$ cat config.mk
export PLATFORM = sky130hd
export DESIGN_NAME = id_ex_stage
export DESIGN_NICKNAME = d
export VERILOG_FILES = /design/src/rtl/id_ex_stage.sv
export SDC_FILE = /design/constraint.sdc
export NUM_CORES = 1
export LEC_CHECK = 0
export ABC_CLOCK_PERIOD_IN_PS = 2400
export BUFFER_PORTS_ARGS = -buffer_cell sky130_fd_sc_hd__buf_2
export CAP_MARGIN = 25
export CORE_MARGIN = 3
export CORE_UTILIZATION = 30
export CTS_CLUSTER_SIZE = 24
export DETAILED_ROUTE_END_ITERATION = 8
export MAX_ROUTING_LAYER = met4
export PLACE_DENSITY_LB_ADDON = 0.3
export SYNTH_ARGS = -nofsm -noshare
export SYNTH_HDL_FRONTEND = slang
export SYNTH_SLANG_ARGS = --single-unit
$ cat constraint.sdc
create_clock -name clk -period 2.4 [get_ports clk]
set_input_delay 0.6 -clock clk [delete_from_list [all_inputs] [get_ports clk]]
set_output_delay 0.6 -clock clk [all_outputs]
set_load 0.01 [all_outputs]
$ cat src/rtl/id_ex_stage.sv
// ID/EX pipeline register with load-use hazard detection and a saturating
// stall counter for performance debug.
module id_ex_stage #(
  parameter int DATA_W = 32,
  parameter int CNT_W  = 16
) (
  input  logic              clk,
  input  logic              rst_n,
  input  logic              id_valid,
  input  logic              id_reg_dst,
  input  logic              id_branch,
  input  logic              id_mem_read,
  input  logic              id_mem_to_reg,
  input  logic              id_mem_write,
  input  logic              id_alu_src,
  input  logic              id_reg_write,
  input  logic [1:0]        id_alu_op,
  input  logic [4:0]        id_rs,
  input  logic [4:0]        id_rt,
  input  logic [4:0]        id_rd,
  input  logic [DATA_W-1:0] id_rdata1,
  input  logic [DATA_W-1:0] id_rdata2,
  input  logic [DATA_W-1:0] id_imm,
  input  logic [DATA_W-1:0] id_pc4,
  input  logic              flush,
  output logic              ex_valid,
  output logic              ex_reg_dst,
  output logic              ex_branch,
  output logic              ex_mem_read,
  output logic              ex_mem_to_reg,
  output logic              ex_mem_write,
  output logic              ex_alu_src,
  output logic              ex_reg_write,
  output logic [1:0]        ex_alu_op,
  output logic [4:0]        ex_rs,
  output logic [4:0]        ex_rt,
  output logic [4:0]        ex_rd,
  output logic [DATA_W-1:0] ex_rdata1,
  output logic [DATA_W-1:0] ex_rdata2,
  output logic [DATA_W-1:0] ex_imm,
  output logic [DATA_W-1:0] ex_pc4,
  output logic              pc_write,
  output logic              ifid_write,
  output logic [CNT_W-1:0]  stall_cnt
);

  typedef struct packed {
    logic       reg_dst;
    logic       branch;
    logic       mem_read;
    logic       mem_to_reg;
    logic       mem_write;
    logic       alu_src;
    logic       reg_write;
    logic [1:0] alu_op;
  } ctrl_t;

  logic              r_valid;
  ctrl_t             r_ctrl;
  logic [4:0]        r_rs, r_rt, r_rd;
  logic [DATA_W-1:0] r_rdata1, r_rdata2, r_imm, r_pc4;
  logic [CNT_W-1:0]  r_stall_cnt;

  ctrl_t w_id_ctrl;
  logic  w_rt_match;
  logic  w_hazard;
  logic  w_stall;
  logic  w_bubble;
  logic  w_cnt_sat;

  assign w_id_ctrl = '{reg_dst: id_reg_dst, branch: id_branch, mem_read: id_mem_read,
                       mem_to_reg: id_mem_to_reg, mem_write: id_mem_write,
                       alu_src: id_alu_src, reg_write: id_reg_write, alu_op: id_alu_op};

  // Both source specifiers are checked regardless of opcode; register 0 never hazards.
  assign w_rt_match = (r_rt == id_rs) | (r_rt == id_rt);
  assign w_hazard   = id_valid & r_valid & r_ctrl.mem_read & (r_rt != 5'd0) & w_rt_match;
  assign w_stall    = w_hazard & ~flush;
  assign w_bubble   = flush | w_stall;
  assign w_cnt_sat  = &r_stall_cnt;

  assign pc_write   = ~w_stall;
  assign ifid_write = ~w_stall;

  always_ff @(posedge clk or negedge rst_n) begin
    if (!rst_n) begin
      r_valid  <= 1'b0;
      r_ctrl   <= '0;
      r_rs     <= '0;
      r_rt     <= '0;
      r_rd     <= '0;
      r_rdata1 <= '0;
      r_rdata2 <= '0;
      r_imm    <= '0;
      r_pc4    <= '0;
    end else if (w_bubble) begin
      r_valid  <= 1'b0;
      r_ctrl   <= '0;
      r_rs     <= '0;
      r_rt     <= '0;
      r_rd     <= '0;
      r_rdata1 <= '0;
      r_rdata2 <= '0;
      r_imm    <= '0;
      r_pc4    <= '0;
    end else begin
      // A non-valid slot keeps its data but can never write registers or memory.
      r_valid  <= id_valid;
      r_ctrl   <= id_valid ? w_id_ctrl : '0;
      r_rs     <= id_rs;
      r_rt     <= id_rt;
      r_rd     <= id_rd;
      r_rdata1 <= id_rdata1;
      r_rdata2 <= id_rdata2;
      r_imm    <= id_imm;
      r_pc4    <= id_pc4;
    end
  end

  always_ff @(posedge clk or negedge rst_n) begin
    if (!rst_n)                      r_stall_cnt <= '0;
    else if (w_stall && !w_cnt_sat)  r_stall_cnt <= r_stall_cnt + 1'b1;
  end

  assign ex_valid      = r_valid;
  assign ex_reg_dst    = r_ctrl.reg_dst;
  assign ex_branch     = r_ctrl.branch;
  assign ex_mem_read   = r_ctrl.mem_read;
  assign ex_mem_to_reg = r_ctrl.mem_to_reg;
  assign ex_mem_write  = r_ctrl.mem_write;
  assign ex_alu_src    = r_ctrl.alu_src;
  assign ex_reg_write  = r_ctrl.reg_write;
  assign ex_alu_op     = r_ctrl.alu_op;
  assign ex_rs         = r_rs;
  assign ex_rt         = r_rt;
  assign ex_rd         = r_rd;
  assign ex_rdata1     = r_rdata1;
  assign ex_rdata2     = r_rdata2;
  assign ex_imm        = r_imm;
  assign ex_pc4        = r_pc4;
  assign stall_cnt     = r_stall_cnt;

endmodule

# Word-level counts from Yosys, hierarchy flattened
# Cells that the tools add are included.
# op_classes
addsub,1
n_eq_ne,2
muxes,10
bitwise_logic,9
reduce_logical,4
# ops
op,n
two-way mux 32 bit,4
two-way mux 9 bit,2
"adder 16 x 1 -> 16 bit, second input constant",1
AND reduction 16 bit,1
two-way mux 5 bit,3
== test 5 bit,2
AND 1 bit,5
nonzero test 5 bit,1
NOT 1 bit,2
OR 1 bit,2
logical AND 1 bit,1
logical NOT 1 bit,1
two-way mux 1 bit,1
# totals
ff_bits,169
inputBits,156
output_inout_bits,171
word_cells,43

# Longest topological paths before layout
# depth
word_depth,7
mapped_depth,7
ltp_nobuf,6

# Worst setup path after synthesis
# No wires, ideal clock.
# synth_path
path_type,input port to output port
start,input id_rs[4]
end,output pc_write
arrival_time_ns,1.829
required_time_ns,1.800
path_slack_ns,-0.029
cell_stages,6
n_path_buf,2
path_cell_list,xnor2_1 -> nand3_1 -> o22ai_2 -> clkbuf_1 -> nand3b_1 -> buf_4
# synth_via
elab_chain_len,5
# synth_lines
item,line_no,text
"start, declared",18,"input logic [4:0] id_rs,"
== test 5 bit,76,assign w_rt_match = (r_rt == id_rs) | (r_rt == id_rt);
OR 1 bit,76,
AND 1 bit,77,assign w_hazard = id_valid & r_valid & r_ctrl.mem_read & (r_rt != 5'd0) & w_rt_match;
AND 1 bit,78,assign w_stall = w_hazard & ~flush;
NOT 1 bit,n/a,
"end, declared",42,"output logic pc_write,"
# No other way between the ends.

# Worst setup path in the final report
# layout_path
start,register r_rt[3] (netlist: ex_rt[3])
end,output ifid_write
# layout_via
elab_chain_len,5
word_cells_on_any_way,8
classes_between,eq/ne (2); bitwise (5); reduce/logical (1)
# layout_lines
item,line_no,text
"start, declared",60,"logic [4:0] r_rs, r_rt, r_rd;"
"start signal, assigned",111,r_rt <= id_rt;
== test 5 bit or nonzero test 5 bit (tied branches),"76, 77",
OR 1 bit or AND 1 bit (tied branches),"76, 77",
AND 1 bit *,77,
AND 1 bit *,78,
NOT 1 bit *,83,assign ifid_write = ~w_stall;
"end, declared",43,"output logic ifid_write,"
# Mark *: on every way between the ends. The rest lies on a longest branch, timed or not.

==> impl_metrics.ini <==
[floorplanning]
initial_utilization_pct = 31.00
ios = 327
die_w_um = 146.0
rows = 50
die_h_um = 146.0
die-area_um2 = 21300
core_um2 = 18960

[sta]
period_share_pct = 101.6
slew-limit-headroom_pct = 63.65
rsz0062_at_grt = yes
setup_viol = 2
hold_viol_final = 0
tightest_slew_ns = 0.5452
tns_ns = -0.07478
period_minus_slack_ns = 2.437
skew_ns = 0.01197
worst_hold_slack_ns = 0.06527
max_freq_mhz = 410.3
finalWorstSetupSlack_ns = -0.03745
slew_viol_final = 0

[detailed_routing]
dr.max_layer_used = met4
ant_nets = 0
wl_met3_mm = 1.357
dr.first_iter.drc_count = 109
wl_met2_mm = 7.521
avgViaCountPerCell = 4.031
drt-met1-wl_mm = 6.448
totalWireLength_mm = 15.46
drcViolationCount = 0
wl_per_cell_um = 14.91
vias = 4180
firstDrtPassIters = 4

[clock_network]
ctsHtreeMaxLevel = 4
cts_tree = built
cts_made_buffers = 17
cts_root_buffer = clkbuf_16
clock_path_buffers = 2
cts_sinks = 169
clock_latency_ns = 0.41
clkTransAtPathRegs_ns = 0.07
hold_buffers = 0

[critical_path]
critPathLaunch = ex_rt[3]
worst_ep_arrival_time_ns = 1.84
required_ns = 1.80
critPathKind = reg -> out
reg2reg_from = ex_rt[3]
worst-r2r-setup-slack_ns = 0.26
cp-end-kind = primary output
worst_setup_path_start_kind = flip-flop
cp_max_fo = 2
rr_endpoint = ex_rdata1[5]
r2r_cells = 6

[synth]
synthArstFlopShare_pct = 100.0
ys_seq_elements = 169
synth_top_area_share_pct = 71.96
synth_nets = 579
avgSynthCellArea_um2 = 13.93
syn_inst = 422
synth-edff-count = 0
yosys_most_used_dff = dfrtp_1
synthDistinctLibCells = 29
yosysMostFrequentCell = dfrtp_1
yosysWarnings = 0
synth_top_area_cell = dfrtp_1
synth.top_cells.by_count = dfrtp_1 (169), and2_1 (153), xnor2_1 (25), nand3_1 (13)
synth_area_um2 = 5877
synthTopCellsByArea = dfrtp_1 (72%), and2_1 (16%), xnor2_1 (3.7%), buf_6 (1.5%), nand3_1 (1.1%)
yosysSeqAreaShare_pct = 71.96

[finish]
drive_gt1_share_pct = 48.97
finalNetCount = 920
area_growth_pct = 44.22

[place]
place_hpwl_mm = 11.56
numPortBuffers = 326
gp_congestion = 0.7584

[global_route]
grt_max_degree = 124
grt_pass1_vias = 4384
track_usage_pct = 14.88
grt-ovfl-total = 0
grt_pass1_wl_mm = 24.05
antenna_found_initial = 1

[run_status]
status = finished, violations left
violations = negative setup slack

[power_and_ir_drop]
ir_worst_vdd_mv = 0.4492
pwr-share-comb_pct = 9.1
power.share.clock_pct = 43.2
cellPowerDensity_nw_per_um2 = 744.6
switching_share_pct = 23.65
seq_power_share_pct = 47.7
p_int_w = 0.004818
power_switching_w = 0.001492
leakage_nw = 4.538

[min_path]
hold_path.class = in -> async

[run]
timing.max_cap.violations = 0
repair_timing:
action,CTS,global route
pin swaps,1,4
resized for setup,5,2
setup buffers,5,0
endpoints found under the setup margin,2,2
hold endpoints to repair,0,0
layout make-up:
class,instances,area [µm²]
fillers,1820,10480
flip-flops and latches,169,4233
repair buffers,340,1780
multi-input cells,233,1530
clock buffers,19,432.9
well taps,260,325.3
clock inverters,13,163.9
inverters,2,7.507
diodes,1,2.502
through the flow:
stage | power, W | area [µm²] | cells | worst slack [ns] | utilization, %
floorplan | 0.003289 | 5878 | 422 | 0.05919 | -
global placement | 0.003638 | 7812 | 999 | 0.2001 | 41.21
detailed placement | 0.003645 | 7812 | 999 | 0.1764 | 41.21
CTS | 0.006418 | 8461 | 1036 | -0.07819 | 44.63
global route | 0.006619 | 8476 | 1037 | -0.1085 | 44.71
finish | 0.006311 | 8476 | 1037 | -0.03745 | 44.71
worst max-delay path: stages, from the launching register on:
cell	delay (ns)
dfrtp_2	0.40
or4_4	0.54
o21a_4	0.21
nand3b_1	0.13
buf_2	0.15
per-layer routing:
layer | track usage, % | vias to the layer above
met3 | 5.139 | 10
met2 | 24.08 | 210
met1 | 17.96 | 1952
met5 | - | -
met4 | 3.656 | 0
li1 | - | 2008
power groups by stage:
stage / Combinational [W] / Clock (W) / Sequential, W
floorplan: 0.000147 / 0 / 0.00314
global placement: 0.000573 / 0 / 0.00306
detailed placement: 0.000578 / 0 / 0.00307
CTS: 0.000589 / 0.00282 / 0.00301
global route: 0.000640 / 0.00296 / 0.00302
finish: 0.000574 / 0.00273 / 0.00301
worst max-delay path by stage:
stage,end,slack (ns)
6_report,ifid_write,-0.04
5_1_grt,pc_write,-0.11
4_1_cts,pc_write,-0.08
3_5_place_dp,ex_pc4[3],0.18
3_3_place_gp,ex_pc4[3],0.20
2_1_floorplan,pc_write,0.06
logic make-up (layout without fill, tap and decap cells):
| group | Yosys count | after routing | share of synthesized area (%) |
|---|---|---|---|
| multiplexers | 1 | 1 | 0.1916 |
| flip-flops | 169 | 169 | 71.96 |
| other | 0 | 1 | 0 |
| AO/OA/AOI/OAI | 6 | 6 | 0.9367 |
| adder cells (fa/ha/maj) | 1 | 1 | 0.2129 |
| XOR/XNOR | 25 | 25 | 3.726 |
| buffers and inverters | 20 | 374 | 2.385 |
| AND/OR/NAND/NOR | 200 | 200 | 20.59 |
cells in the final DEF (no fill, tap or decap), types with 3 or more instances in the layout:
cell,count
buf_12,3
dfrtp_2,3
buf_2,325
nor2_1,5
nand4_1,5
nand3_1,12
buf_4,11
nor3_1,3
inv_6,3
nand2_1,8
clkinv_4,4
and2_1,153
nand3b_1,4
clkbuf_16,17
xnor2_1,24
dfrtp_1,166
No activity file was read; power rests on OpenSTA's default activity.
